**config.mk**
```make
export PLATFORM = sky130hd
export DESIGN_NAME = lsu_mem_ctrl_flat
export DESIGN_NICKNAME = d
export VERILOG_FILES = /design/src/rtl/lsu_mem_ctrl_if.sv /design/src/rtl/lsu_mem_ctrl.sv /design/src/flat_wrapper.sv
export SDC_FILE = /design/constraint.sdc
export NUM_CORES = 1
export LEC_CHECK = 0
export CELL_PAD_IN_SITES_DETAIL_PLACEMENT = 0
export CELL_PAD_IN_SITES_GLOBAL_PLACEMENT = 2
export CORE_MARGIN = 3
export CORE_UTILIZATION = 33
export CTS_CLUSTER_SIZE = 14
export DETAILED_ROUTE_END_ITERATION = 10
export GPL_ROUTABILITY_DRIVEN = 0
export GPL_TIMING_DRIVEN = 0
export PLACE_DENSITY = 0.83
export SYNTH_ARGS = -nofsm -noshare
export SYNTH_HDL_FRONTEND = slang
export SYNTH_SLANG_ARGS = --single-unit
```
**constraint.sdc**
```tcl
create_clock -name clk_in -period 7.2 [get_ports clk_in]
set_clock_uncertainty 0.2 [all_clocks]
set_input_delay 1.44 -clock clk_in [delete_from_list [all_inputs] [get_ports clk_in]]
set_output_delay 1.44 -clock clk_in [all_outputs]
set_load 0.02 [all_outputs]
```
**src/rtl/lsu_mem_ctrl_if.sv**
```systemverilog
// CPU request/response and RAM data-port signals of the load/store controller.
// The slave modport is the controller's view; master is the CPU/RAM side.
interface lsu_mem_ctrl_if #(
    parameter int ADDR_WIDTH = 16,
    parameter int DATA_WIDTH = 32
);
    logic                  req_valid_in;
    logic                  req_ready_out;
    logic                  req_we_in;
    logic [1:0]            req_size_in;
    logic                  req_signed_in;
    logic [ADDR_WIDTH-1:0] req_addr_in;
    logic [DATA_WIDTH-1:0] req_wdata_in;
    logic                  resp_valid_out;
    logic [DATA_WIDTH-1:0] resp_rdata_out;
    logic                  resp_err_out;
    logic                  ce_out;
    logic                  mem_we_out;
    logic [ADDR_WIDTH-1:0] mem_addr_out;
    logic [DATA_WIDTH-1:0] mem_data_out;
    logic [DATA_WIDTH-1:0] mem_data_in;

    modport slave (
        input  req_valid_in, req_we_in, req_size_in, req_signed_in, req_addr_in,
               req_wdata_in, mem_data_in,
        output req_ready_out, resp_valid_out, resp_rdata_out, resp_err_out,
               ce_out, mem_we_out, mem_addr_out, mem_data_out
    );

    modport master (
        output req_valid_in, req_we_in, req_size_in, req_signed_in, req_addr_in,
               req_wdata_in, mem_data_in,
        input  req_ready_out, resp_valid_out, resp_rdata_out, resp_err_out,
               ce_out, mem_we_out, mem_addr_out, mem_data_out
    );
endinterface

```
**src/rtl/lsu_mem_ctrl.sv**
```systemverilog
// Load/store controller in front of a word-only, big-endian RAM data port:
// sub-word load extraction/extension and read-modify-write for sub-word stores.
module lsu_mem_ctrl #(
    parameter int CHECK_ALIGN = 1,
    parameter int ADDR_WIDTH  = 16,
    parameter int DATA_WIDTH  = 32
) (
    input logic           clk_in,
    input logic           rst_in,
    lsu_mem_ctrl_if.slave bus
);
    localparam logic [1:0] SZ_BYTE = 2'b00;
    localparam logic [1:0] SZ_HALF = 2'b01;
    localparam logic [1:0] SZ_WORD = 2'b10;
    localparam logic [1:0] SZ_RSVD = 2'b11;

    typedef enum logic [1:0] {IDLE, RD, WR, RESP} state_t;

    state_t                state;
    logic                  rdy_r, ce_r, mwe_r, rvld_r, err_r;
    logic [ADDR_WIDTH-1:0] addr_r;
    logic [1:0]            size_r;
    logic                  sgn_r, st_r;
    logic [DATA_WIDTH-1:0] wdata_r, rdata_r, merge_r;
    logic                  accept, req_err, misaligned;
    logic [ADDR_WIDTH-1:0] req_addr;

    // Byte offset 0 is the most significant byte of the word.
    function automatic logic [DATA_WIDTH-1:0] extract_lane(
        input logic [DATA_WIDTH-1:0] word, input logic [1:0] size,
        input logic [1:0] off, input logic sgn);
        int                    top;
        logic [DATA_WIDTH-1:0] res;
        top = DATA_WIDTH - 1 - 8 * int'(off);
        res = '0;
        if (size == SZ_BYTE) begin
            res[7:0] = word[top -: 8];
            if (sgn) res[DATA_WIDTH-1:8] = {(DATA_WIDTH-8){word[top]}};
        end else if (size == SZ_HALF) begin
            res[15:0] = word[top -: 16];
            if (sgn) res[DATA_WIDTH-1:16] = {(DATA_WIDTH-16){word[top]}};
        end else begin
            res = word;
        end
        return res;
    endfunction

    function automatic logic [DATA_WIDTH-1:0] merge_lane(
        input logic [DATA_WIDTH-1:0] word, input logic [DATA_WIDTH-1:0] wdata,
        input logic [1:0] size, input logic [1:0] off);
        int                    top;
        logic [DATA_WIDTH-1:0] res;
        top = DATA_WIDTH - 1 - 8 * int'(off);
        res = word;
        if (size == SZ_BYTE)      res[top -: 8]  = wdata[7:0];
        else if (size == SZ_HALF) res[top -: 16] = wdata[15:0];
        else                      res = wdata;
        return res;
    endfunction

    always_comb begin
        misaligned = ((bus.req_size_in == SZ_HALF) && bus.req_addr_in[0]) ||
                     ((bus.req_size_in == SZ_WORD) && (bus.req_addr_in[1:0] != 2'b00));
        req_err    = (bus.req_size_in == SZ_RSVD) || ((CHECK_ALIGN != 0) && misaligned);
        req_addr   = bus.req_addr_in;
        if (CHECK_ALIGN == 0) begin
            if (bus.req_size_in == SZ_HALF) req_addr[0]   = 1'b0;
            if (bus.req_size_in == SZ_WORD) req_addr[1:0] = 2'b00;
        end
    end

    assign accept             = bus.req_valid_in && rdy_r;
    assign bus.req_ready_out  = rdy_r && !rst_in;
    assign bus.ce_out         = ce_r;
    assign bus.mem_we_out     = mwe_r;
    assign bus.mem_addr_out   = ce_r ? {addr_r[ADDR_WIDTH-1:2], 2'b00} : '0;
    assign bus.mem_data_out   = mwe_r ? merge_r : '0;
    assign bus.resp_valid_out = rvld_r;
    assign bus.resp_rdata_out = rvld_r ? rdata_r : '0;
    assign bus.resp_err_out   = rvld_r && err_r;

    // Control flags are registered alongside the state so reset clears every
    // output at once, including mid-access.
    always_ff @(posedge clk_in or posedge rst_in) begin
        if (rst_in) begin
            state  <= IDLE;
            rdy_r  <= 1'b1;
            ce_r   <= 1'b0;
            mwe_r  <= 1'b0;
            rvld_r <= 1'b0;
            err_r  <= 1'b0;
        end else begin
            case (state)
                IDLE: if (accept) begin
                    rdy_r <= 1'b0;
                    err_r <= req_err;
                    if (req_err) begin
                        state  <= RESP;
                        rvld_r <= 1'b1;
                    end else if (bus.req_we_in && (bus.req_size_in == SZ_WORD)) begin
                        state <= WR;
                        ce_r  <= 1'b1;
                        mwe_r <= 1'b1;
                    end else begin
                        state <= RD;
                        ce_r  <= 1'b1;
                    end
                end
                RD: if (st_r) begin
                    state <= WR;
                    mwe_r <= 1'b1;
                end else begin
                    state  <= RESP;
                    ce_r   <= 1'b0;
                    rvld_r <= 1'b1;
                end
                WR: begin
                    state  <= RESP;
                    ce_r   <= 1'b0;
                    mwe_r  <= 1'b0;
                    rvld_r <= 1'b1;
                end
                default: begin
                    state  <= IDLE;
                    rvld_r <= 1'b0;
                    rdy_r  <= 1'b1;
                end
            endcase
        end
    end

    // Request fields and the data path need no reset: every output that shows
    // them is gated by a control flag.
    always_ff @(posedge clk_in) begin
        if (accept) begin
            addr_r  <= req_addr;
            size_r  <= bus.req_size_in;
            sgn_r   <= bus.req_signed_in;
            st_r    <= bus.req_we_in;
            wdata_r <= bus.req_wdata_in;
            rdata_r <= '0;
            merge_r <= bus.req_wdata_in;
        end else if (state == RD) begin
            if (st_r) merge_r <= merge_lane(bus.mem_data_in, wdata_r, size_r, addr_r[1:0]);
            else      rdata_r <= extract_lane(bus.mem_data_in, size_r, addr_r[1:0], sgn_r);
        end
    end
endmodule
```
**src/flat_wrapper.sv**
```systemverilog
// flat-port wrapper written by rule: the top's interface ports become plain ports
module lsu_mem_ctrl_flat 
#(
    parameter int CHECK_ALIGN = 1,
    parameter int ADDR_WIDTH  = 16,
    parameter int DATA_WIDTH  = 32
)
  (clk_in, rst_in, bus_req_valid_in, bus_req_we_in, bus_req_size_in, bus_req_signed_in, bus_req_addr_in, bus_req_wdata_in, bus_mem_data_in, bus_req_ready_out, bus_resp_valid_out, bus_resp_rdata_out, bus_resp_err_out, bus_ce_out, bus_mem_we_out, bus_mem_addr_out, bus_mem_data_out);
  lsu_mem_ctrl_if #(.ADDR_WIDTH(ADDR_WIDTH), .DATA_WIDTH(DATA_WIDTH)) bus_i ();
  input logic clk_in;
  input logic rst_in;
  input wire logic [$bits(bus_i.req_valid_in)-1:0] bus_req_valid_in;
  input wire logic [$bits(bus_i.req_we_in)-1:0] bus_req_we_in;
  input wire logic [$bits(bus_i.req_size_in)-1:0] bus_req_size_in;
  input wire logic [$bits(bus_i.req_signed_in)-1:0] bus_req_signed_in;
  input wire logic [$bits(bus_i.req_addr_in)-1:0] bus_req_addr_in;
  input wire logic [$bits(bus_i.req_wdata_in)-1:0] bus_req_wdata_in;
  input wire logic [$bits(bus_i.mem_data_in)-1:0] bus_mem_data_in;
  output wire logic [$bits(bus_i.req_ready_out)-1:0] bus_req_ready_out;
  output wire logic [$bits(bus_i.resp_valid_out)-1:0] bus_resp_valid_out;
  output wire logic [$bits(bus_i.resp_rdata_out)-1:0] bus_resp_rdata_out;
  output wire logic [$bits(bus_i.resp_err_out)-1:0] bus_resp_err_out;
  output wire logic [$bits(bus_i.ce_out)-1:0] bus_ce_out;
  output wire logic [$bits(bus_i.mem_we_out)-1:0] bus_mem_we_out;
  output wire logic [$bits(bus_i.mem_addr_out)-1:0] bus_mem_addr_out;
  output wire logic [$bits(bus_i.mem_data_out)-1:0] bus_mem_data_out;
  assign bus_i.req_valid_in = bus_req_valid_in;
  assign bus_i.req_we_in = bus_req_we_in;
  assign bus_i.req_size_in = bus_req_size_in;
  assign bus_i.req_signed_in = bus_req_signed_in;
  assign bus_i.req_addr_in = bus_req_addr_in;
  assign bus_i.req_wdata_in = bus_req_wdata_in;
  assign bus_i.mem_data_in = bus_mem_data_in;
  assign bus_req_ready_out = bus_i.req_ready_out;
  assign bus_resp_valid_out = bus_i.resp_valid_out;
  assign bus_resp_rdata_out = bus_i.resp_rdata_out;
  assign bus_resp_err_out = bus_i.resp_err_out;
  assign bus_ce_out = bus_i.ce_out;
  assign bus_mem_we_out = bus_i.mem_we_out;
  assign bus_mem_addr_out = bus_i.mem_addr_out;
  assign bus_mem_data_out = bus_i.mem_data_out;
  lsu_mem_ctrl #(.CHECK_ALIGN(CHECK_ALIGN), .ADDR_WIDTH(ADDR_WIDTH), .DATA_WIDTH(DATA_WIDTH)) u_core (.clk_in(clk_in), .rst_in(rst_in), .bus(bus_i));
endmodule
```
# Word-level counts from Yosys, hierarchy flattened
# Index checks and enable logic that the tools add are counted.
[classes]
shift = 6
addsub = 2
bitwise_logic = 2
n_mux = 37
n_reduce_logical = 23
n_eq_ne = 12
order_cmp = 1
[op_table]
columns = ["operator", "n"]
rows = [
  ["32-bit 2-to-1 mux", 9],
  ["32-bit bitwise mux", 2],
  ["16-bit by 33-bit variable shift with 47-bit output (first input constant)", 1],
  ["16-bit by 33-bit variable part select with 47-bit output", 1],
  ["47-bit by 32-bit variable part select with 16-bit output", 1],
  ["8-bit by 33-bit variable shift with 39-bit output (first input constant)", 1],
  ["39-bit by 32-bit variable part select with 8-bit output", 1],
  ["8-bit by 33-bit variable part select with 39-bit output", 1],
  ["32-bit negation with 33-bit output", 1],
  ["32-bit by 7-bit less-than comparator with 1-bit output (second input constant)", 1],
  ["16-bit 2-to-1 mux", 2],
  ["24-bit 2-to-1 mux", 1],
  ["1-bit 2-to-1 mux", 14],
  ["1-bit one-hot mux with 3 select lines", 3],
  ["2-bit by 1-bit != test with 1-bit output (second input constant)", 4],
  ["2-bit AND reduction", 4],
  ["2-bit by 1-bit == test with 1-bit output (second input constant)", 3],
  ["2-bit == test (second input constant)", 3],
  ["1-bit logical AND", 6],
  ["2-bit 2-to-1 mux", 3],
  ["2-bit one-hot mux with 3 select lines", 1],
  ["2-bit nonzero test", 3],
  ["5-bit by 5-bit subtractor with 6-bit output (first input constant)", 1],
  ["1-bit binary-select mux with 5-bit select", 1],
  ["other kinds (11)", 15],
]
[totals]
elab_cells = 96
register_bits = 123
output_inout_bits = 85

# Logic depth before layout (Yosys ltp)
# Gate-level depths: netlist of the first run.
[depth]
ltp_word = 9
depth_mapped = 9

# Worst setup path after synthesis of the first run
# Ideal clock, no wire load.
[synth_path]
path_kind = "in2reg"
startpoint = "input port bus_req_valid_in"
endpoint = "register u_core.addr_r[0], enable pin"
setup_time_ns = 0.437
path_stages = 4
slack_ns = 3.123
arrival_time_ns = 3.441
path_cell_list = "nand2_1 inv_1 buf_2 clkbuf_1"
[synth_via]
elab_chain_len = 1
[synth_rtl]
columns = ["element", "line", "rtl"]
rows = [
  ["start: declaration", "flat_wrapper.sv:12", "input wire logic [$bits(bus_i.req_valid_in)-1:0] bus_req_valid_in;"],
  ["1-bit logical AND", "lsu_mem_ctrl.sv:72", "assign accept = bus.req_valid_in && rdy_r;"],
  ["via u_core.accept", "lsu_mem_ctrl.sv:25", "logic accept, req_err, misaligned;"],
  ["end signal: assignment", "lsu_mem_ctrl.sv:136", "addr_r <= req_addr;"],
  ["end: declaration", "lsu_mem_ctrl.sv:21", "logic [ADDR_WIDTH-1:0] addr_r;"],
]
# The timed path passes the listed nets, and every way through them passes these cells.
# A chain may end at the register's enable or synchronous reset.

# Final worst setup path of the first run
[layout_path]
startpoint = "input port rst_in"
endpoint = "output port bus_req_ready_out"
[layout_via]
elab_chain_len = 2
[layout_rtl]
columns = ["element", "line", "rtl"]
rows = [
  ["start: declaration", "flat_wrapper.sv:11", "input logic rst_in;"],
  ["1-bit logical NOT", "lsu_mem_ctrl.sv:73", "assign bus.req_ready_out = rdy_r && !rst_in;"],
  ["1-bit logical AND", "lsu_mem_ctrl.sv:73", ""],
  ["end: declaration", "flat_wrapper.sv:19", "output wire logic [$bits(bus_i.req_ready_out)-1:0] bus_req_ready_out;"],
]
# Every way passes these cells.

==> results.toml, run 1 <==
[run_status]
run_status = "completed"

[detailed_routing]
drtPass1Iterations = 6
via_per_inst = 5.473
drt_iter0_drc = 552
finalWirelength_um = 25510
vias = 6343
final_antenna_net_count = 0
post_drt_wl_per_cell_um = 22.01
drc_errors = 0

[critical_path]
critical_path.max_fanout = 2
cp-end-kind = "output port"
start_kind = "input port"
timing.critical_path.arrival_ns = 2.59
worst_endpoint_required_time_ns = 5.56
path_class = "input port to output port"

[global_route]
global_route_wire_length_before_repair_um = 37690
grt_remaining_overflow = 0
global_route.usage.met2_pct = 34.49
largest_net_degree_at_the_start_of_global_routing = 62
globalRoute.busiestLayer = "met2"
grt_usage_pct = 22.13
met1_routing_resource_usage_after_global_routing_pct = 30.51
global_routing_met3_resource_utilization_pct = 4.458
antenna_found_initial = 0
number_of_global_route_vias_before_repair = 6228

[yosys]
cell_type_with_the_largest_total_area_after_synthesis = "edfxtp_1"
synthesis.yosys.warnings = 0
synth_async_reset_ratio_pct = 5.691
post_synth_inst_count = 687
post-synth-top-area-fraction_pct = 36.46
portion_of_the_post_synthesis_area_used_by_sequential_elements_pct = 48.26
yosysUniqueCellTypes = 57
synth_enable_flop_cells = 84
post-synth-top-count-cell = "edfxtp_1"
post_synthesis_register_bit_count = 123
syn_avg_cell_area_um2 = 10.07
synth_flop_cell = "edfxtp_1"
post_synth_most_frequent_cells = "84 x edfxtp_1, 81 x and2_1, 63 x o21ai_0"
synth_top_cells_by_area = "edfxtp_1 36%, dfxtp_1 9.3%, and2_1 7.3%"
netlist_area_um2 = 6919

[floorplanning]
chipHeight_um = 150.8
floorplan.core_area_um2 = 20430
design.die.area_um2 = 22740
num_ports = 172
starting_density_of_the_core_pct = 33.87
die_width_um = 150.8
placementRows = 52

[sta]
worst_slew_pin_slew_ns = 0.9089
final_critical_delay_including_setup_and_external_delays_ns = 4.230
timing.final.max_slew_violations = 0
unrepaired_setup_endpoints_after_global_routing = "no"
totalNegativeSetupSlack_ns = 0
finalHoldViolCount = 0
slew-limit-headroom_pct = 39.40
post-route-period-util_pct = 58.74
achievable-frequency_mhz = 236.4
finalSetupViolations = 0
fin_hold_ws_ns = 0.2823

[clocking]
buffer_type_at_the_clock_tree_root = "clkbuf_16"
inserted_clock_buffers = 17
clk_transition_reported_paths_ns = 0.06
clk-insertion-delay-late_ns = 0.42
clock-sinks = 123
clock_tree.buffer_depth = 2
htree_num_levels = 4
setup_repair_bufs_after_cts = 0
tritoncts_clock_tree = "built"
postCtsHoldBufs = 0
postcts_resize_cnt = 0

[placed_design]
detailedPlacementHpwl_um = 18850
io_buffers = 169

[cells_and_area]
area_growth_syn_to_layout_pct = 38.55
insertedDiodeCount = 0
final_core_util_pct = 46.93
post_route_cells_drive_above_1_share_pct = 10.12
fin_nets = 972

[run]
drv.max_cap_violation_count = 0

[power]
power_density_nw_per_um2 = 392.3
power.static_leakage_nw = 3.472
vdd_ir_drop_max_v = 0.0002163

[worst_hold_path]
min_path_type = "register to register"
## flip-flops by register name (all words and copies together), names as in the netlist
name	count
u_core.bus.resp_valid_out	1
u_core.sgn_r	1
u_core.bus.ce_out	1
u_core.merge_r	32
u_core.err_r	1
u_core.rdata_r	32
u_core.st_r	1
u_core.state	2
u_core.wdata_r	32
u_core.size_r	2
u_core.bus.mem_we_out	1
u_core.rdy_r	1
u_core.addr_r	16
## cells by family after synthesis
logic type	synth area share, %
compound gates	22.08
other cells	0.05420
mux	7.179
fa+ha+maj	1.628
simple gates	15.84
flops	48.26
buf+inv	4.955
## cell usage in the layout, fill, tap and decap left out, drive strengths merged, types with 2 or more instances in the layout
| cell | n |
|---|---|
| a211o | 9 |
| a211oi | 2 |
| a21oi | 56 |
| a221o | 2 |
| a221oi | 22 |
| a222oi | 4 |
| a22o | 5 |
| a22oi | 16 |
| a31o | 3 |
| a31oi | 20 |
| a32oi | 2 |
| and2 | 82 |
| and3 | 9 |
| buf | 24 |
| clkbuf | 62 |
| clkdlybuf4s50 | 169 |
| clkinv | 6 |
| conb | 2 |
| dfrtp | 6 |
| dfxtp | 32 |
| edfxtp | 84 |
| ha | 9 |
| inv | 21 |
| mux2 | 21 |
| mux2i | 8 |
| mux4 | 8 |
| nand2 | 48 |
| nand2b | 7 |
| nand3 | 4 |
| nor2 | 22 |
| nor2b | 25 |
| nor3 | 2 |
| o211ai | 9 |
| o21ai | 65 |
| o22a | 2 |
| o31ai | 6 |
| o32a | 3 |
## through the flow
step                cell area (um2)  total power [mW]  worst slack (ns)  instances
global placement               8952             2.863             1.447       1127
CTS                            9587             3.779             2.957       1159
floorplan                      6923             2.115             3.123        688
global route                   9587             3.958             2.846       1159
detailed placement             8959             2.871             2.551       1127
finish                         9587             3.760             2.970       1159
## metal layers
layer | vias up | part of all wire (%)
met2 | 306 | 46
met3 | 49 | 7.5
met4 | 0 | 2.4
li1 | 2930 | -
met1 | 3058 | 44
met5 | - | 0
## power breakdown
group | total (mW) | switching, mW | internal, mW
logic | 1.71 | 0.966 | 0.746
registers | 1.16 | 0.115 | 1.04
clock network | 0.892 | 0.336 | 0.555
total | 3.76 | 1.42 | 2.34
## worst paths after layout
kind | from | endpoint | slack (ns) | cells past startpoint
min in group asynchronous | rst_in | u_core.bus.resp_valid_out$_DFFE_PP0P_ | 1.09 | 2
setup reg to reg | u_core.addr_r[1]$_DFFE_PP_ | u_core.merge_r[22]$_DFFE_PP_ | 4.06 | 7
hold reg to reg | u_core.rdata_r[4]$_SDFFE_PP0P_ | u_core.rdata_r[4]$_SDFFE_PP0P_ | 0.28 | 2
setup / recovery | rst_in | bus_req_ready_out | 2.97 | 3
max in group asynchronous | rst_in | u_core.rdy_r$_DFFE_PP1P_ | 5.44 | 2
hold / removal | u_core.rdata_r[4]$_SDFFE_PP0P_ | u_core.rdata_r[4]$_SDFFE_PP0P_ | 0.28 | 2
## worst max-delay path: stages
cell and delay, ns:
clkdlybuf4s50_1 0.42, nor2b_1 0.12, clkdlybuf4s50_1 0.61
## layout make-up
type / instances / area, um2
inverter: 18 / 67.56
fill: 1933 / 10840
timing repair buffer: 169 / 1692
sequential: 123 / 3339
multi-input combinational: 484 / 3243
buffer: 63 / 279.0
clock inverter: 9 / 63.81
clock buffer: 23 / 564.3
tap: 270 / 337.8
Note: power is estimated with default switching activity, not from simulation.
==> run 2: changes to the inputs <==
--- a/config.mk
+++ b/config.mk
@@ -8,12 +8,12 @@
 export CELL_PAD_IN_SITES_DETAIL_PLACEMENT = 0
 export CELL_PAD_IN_SITES_GLOBAL_PLACEMENT = 2
 export CORE_MARGIN = 3
-export CORE_UTILIZATION = 33
+export CORE_UTILIZATION = 31
 export CTS_CLUSTER_SIZE = 14
 export DETAILED_ROUTE_END_ITERATION = 10
 export GPL_ROUTABILITY_DRIVEN = 0
 export GPL_TIMING_DRIVEN = 0
-export PLACE_DENSITY = 0.83
+export PLACE_DENSITY = 0.78
 export SYNTH_ARGS = -nofsm -noshare
 export SYNTH_HDL_FRONTEND = slang
 export SYNTH_SLANG_ARGS = --single-unit
==> constraint.sdc (replaced) <==
create_clock -name clk_in -period 4.1 [get_ports clk_in]
set_clock_uncertainty 0.2 [all_clocks]
set_input_delay 0.82 -clock clk_in [delete_from_list [all_inputs] [get_ports clk_in]]
set_output_delay 0.82 -clock clk_in [all_outputs]
set_load 0.02 [all_outputs]
==> run 2 against run 1 <==
Final cell count increased by 0.86%. Routed wire length increased by 0.94%. Total power increased by 72%. Cell area decreased by 0.56%. Critical endpoint is now u_core.merge_r[25]$_DFFE_PP_. Highest routed layer unchanged.
==> results.toml, run 2 (synthesized netlist as in run 1, its figures left out) <==
[sta]
post-route-period-util_pct = 86.33
achievable-frequency_mhz = 282.5
unrepaired_setup_endpoints_after_global_routing = "no"
slew-limit-headroom_pct = 39.24
timing.final.max_slew_violations = 0
finalHoldViolCount = 0
finalSetupViolations = 0
final_critical_delay_including_setup_and_external_delays_ns = 3.540
worst_slew_pin_slew_ns = 0.9114

[cells_and_area]
commonest_non_fill_non_tap_cell_in_the_layout = "clkdlybuf4s50_1"
fin_nets = 972
insertedDiodeCount = 0
post_route_cells_drive_above_1_share_pct = 10.01
area_growth_syn_to_layout_pct = 37.78
finalInstanceArea_um2 = 9533
final_core_util_pct = 43.55
most-common-layout-cells = "169 x clkdlybuf4s50_1, 84 x edfxtp_1, 81 x and2_1"
top_regs = "u_core.merge_r x32, u_core.rdata_r x32, u_core.wdata_r x32"

[critical_path]
critical_path.most_common_cell = "clkbuf_1"
crit_chain = "clkdlybuf4s50_1, nand2_1, clkbuf_1, clkbuf_1, nand2_2"
worst_endpoint_required_time_ns = 3.87
path_class = "input port to register"
timing.critical_path.arrival_ns = 3.31
start_kind = "input port"
critical_path.slowest_cell = "nand2_2"
worst_path_dominant_cell_family = "buffers and inverters"
cp-end-kind = "register"
critical_path.max_fanout = 32
critPathMaxStageDelay_ns = 0.61
critical_path.n_buffers_inverters = 3

[detailed_routing]
vias = 6202
drc_errors = 0
post_drt_wl_per_cell_um = 22.03
finalWirelength_um = 25750
drtPass1Iterations = 6
via_per_inst = 5.305
final_antenna_net_count = 0
drt_iter0_drc = 477

[clocking]
inserted_clock_buffers = 17
clk-insertion-delay-late_ns = 0.42
clock-sinks = 123
buffer_type_at_the_clock_tree_root = "clkbuf_16"
htree_num_levels = 4
clock_tree.buffer_depth = 2
clk_transition_reported_paths_ns = 0.06
postCtsHoldBufs = 0
postcts_resize_cnt = 0
tritoncts_clock_tree = "built"
setup_repair_bufs_after_cts = 0

[power]
seq_power_share_pct = 31.5
total_switching_power_mw = 2.469
vdd_ir_drop_max_v = 0.0002878
clockPowerShare_pct = 22.0
power.static_leakage_nw = 3.422
power.switching_fraction_pct = 38.23
power_density_nw_per_um2 = 677.5
pwr-share-comb_pct = 46.4
total_internal_power_mw = 3.989

[worst_hold_path]
min_path_type = "register to register"

[floorplanning]
floorplan.core_area_um2 = 21890
design.die.area_um2 = 24150
chipHeight_um = 155.4
placementRows = 54
num_ports = 172
die_width_um = 155.4
starting_density_of_the_core_pct = 31.61

[placed_design]
dpl_cell_area_um2 = 8971
io_buffers = 169
detailedPlacementHpwl_um = 19320

[global_route]
grt_remaining_overflow = 0
largest_net_degree_at_the_start_of_global_routing = 62
antenna_found_initial = 0
global_route_wire_length_before_repair_um = 38720
number_of_global_route_vias_before_repair = 6334
grt_usage_pct = 21.11

[run_status]
run_status = "completed"

[run]
drv.max_cap_violation_count = 0
run 2: cell count changes in the layout (fill, tap and decap cells not counted):
cell,previous run,this run
clkbuf_16,22,17
clkinvlp_4,0,4
inv_4,3,0
bufinv_16,0,1
clkinv_1,2,3
clkinv_2,2,3
clkinv_4,2,3
run 2: area by class of cell:
| class | count | area (um2) |
|---|---|---|
| plain buffers | 63 | 279.0 |
| clock buffers | 18 | 439.2 |
| clock inverters | 14 | 122.6 |
| fillers | 2137 | 12360 |
| inverters | 18 | 67.56 |
| multi-input cells | 484 | 3243 |
| flip-flops and latches | 123 | 3339 |
| well taps | 280 | 350.3 |
| repair buffers | 169 | 1692 |
run 2: layer usage:
layer  GRT usage [%]  vias up  share of wire [%]
li1                -     2935                  -
met2           33.51      273                 47
met3           3.672       45                7.0
met4           7.128        0                2.5
met1           29.23     2949                 44
met5               0        -                  0
run 2: stage by stage:
stage / total power [mW] / setup WS (ns) / cells / hold WS (ns) / setup TNS [ns]
floorplan: 3.715 / 0.6425 / 688 / 0.2495 / 0
global placement: 5.033 / -1.042 / 1137 / 0.2840 / -68.54
detailed placement: 5.058 / 0.1462 / 1137 / 0.2897 / 0
CTS: 6.504 / 0.5834 / 1169 / 0.3043 / 0
global route: 6.834 / 0.4139 / 1169 / 0.3244 / 0
finish: 6.459 / 0.5605 / 1169 / 0.2989 / 0
run 2: final timing paths:
| kind | start | slack (ns) | cells after the start | endpoint |
|---|---|---|---|---|
| max | bus_req_valid_in | 0.56 | 5 | u_core.merge_r[25]$_DFFE_PP_ |
| min | u_core.err_r$_DFFE_PP0P_ | 0.30 | 1 | u_core.err_r$_DFFE_PP0P_ |
| max reg2reg | u_core.addr_r[1]$_DFFE_PP_ | 0.99 | 7 | u_core.merge_r[22]$_DFFE_PP_ |
| min reg2reg | u_core.err_r$_DFFE_PP0P_ | 0.30 | 1 | u_core.err_r$_DFFE_PP0P_ |
| max in group asynchronous | rst_in | 2.97 | 2 | u_core.rdy_r$_DFFE_PP1P_ |
| min in group asynchronous | rst_in | 0.46 | 2 | u_core.bus.ce_out$_DFFE_PP0P_ |
run 2: power groups by stage:
stage               Combinational, mW  Sequential [mW]  Clock (mW)
detailed placement               3.00             2.06           0
floorplan                        1.73             1.98           0
global route                     3.25             2.09        1.50
global placement                 2.97             2.07           0
finish                           3.00             2.04        1.42
CTS                              3.02             2.04        1.44
run 2: worst register-to-register path: stages (launching register included):
cell and delay [ns]:
edfxtp_1 0.42, buf_2 0.23, clkinv_1 0.29, ha_1 0.40, clkbuf_1 0.28, a31o_2 0.29
a222oi_1 0.57, a21oi_1 0.16
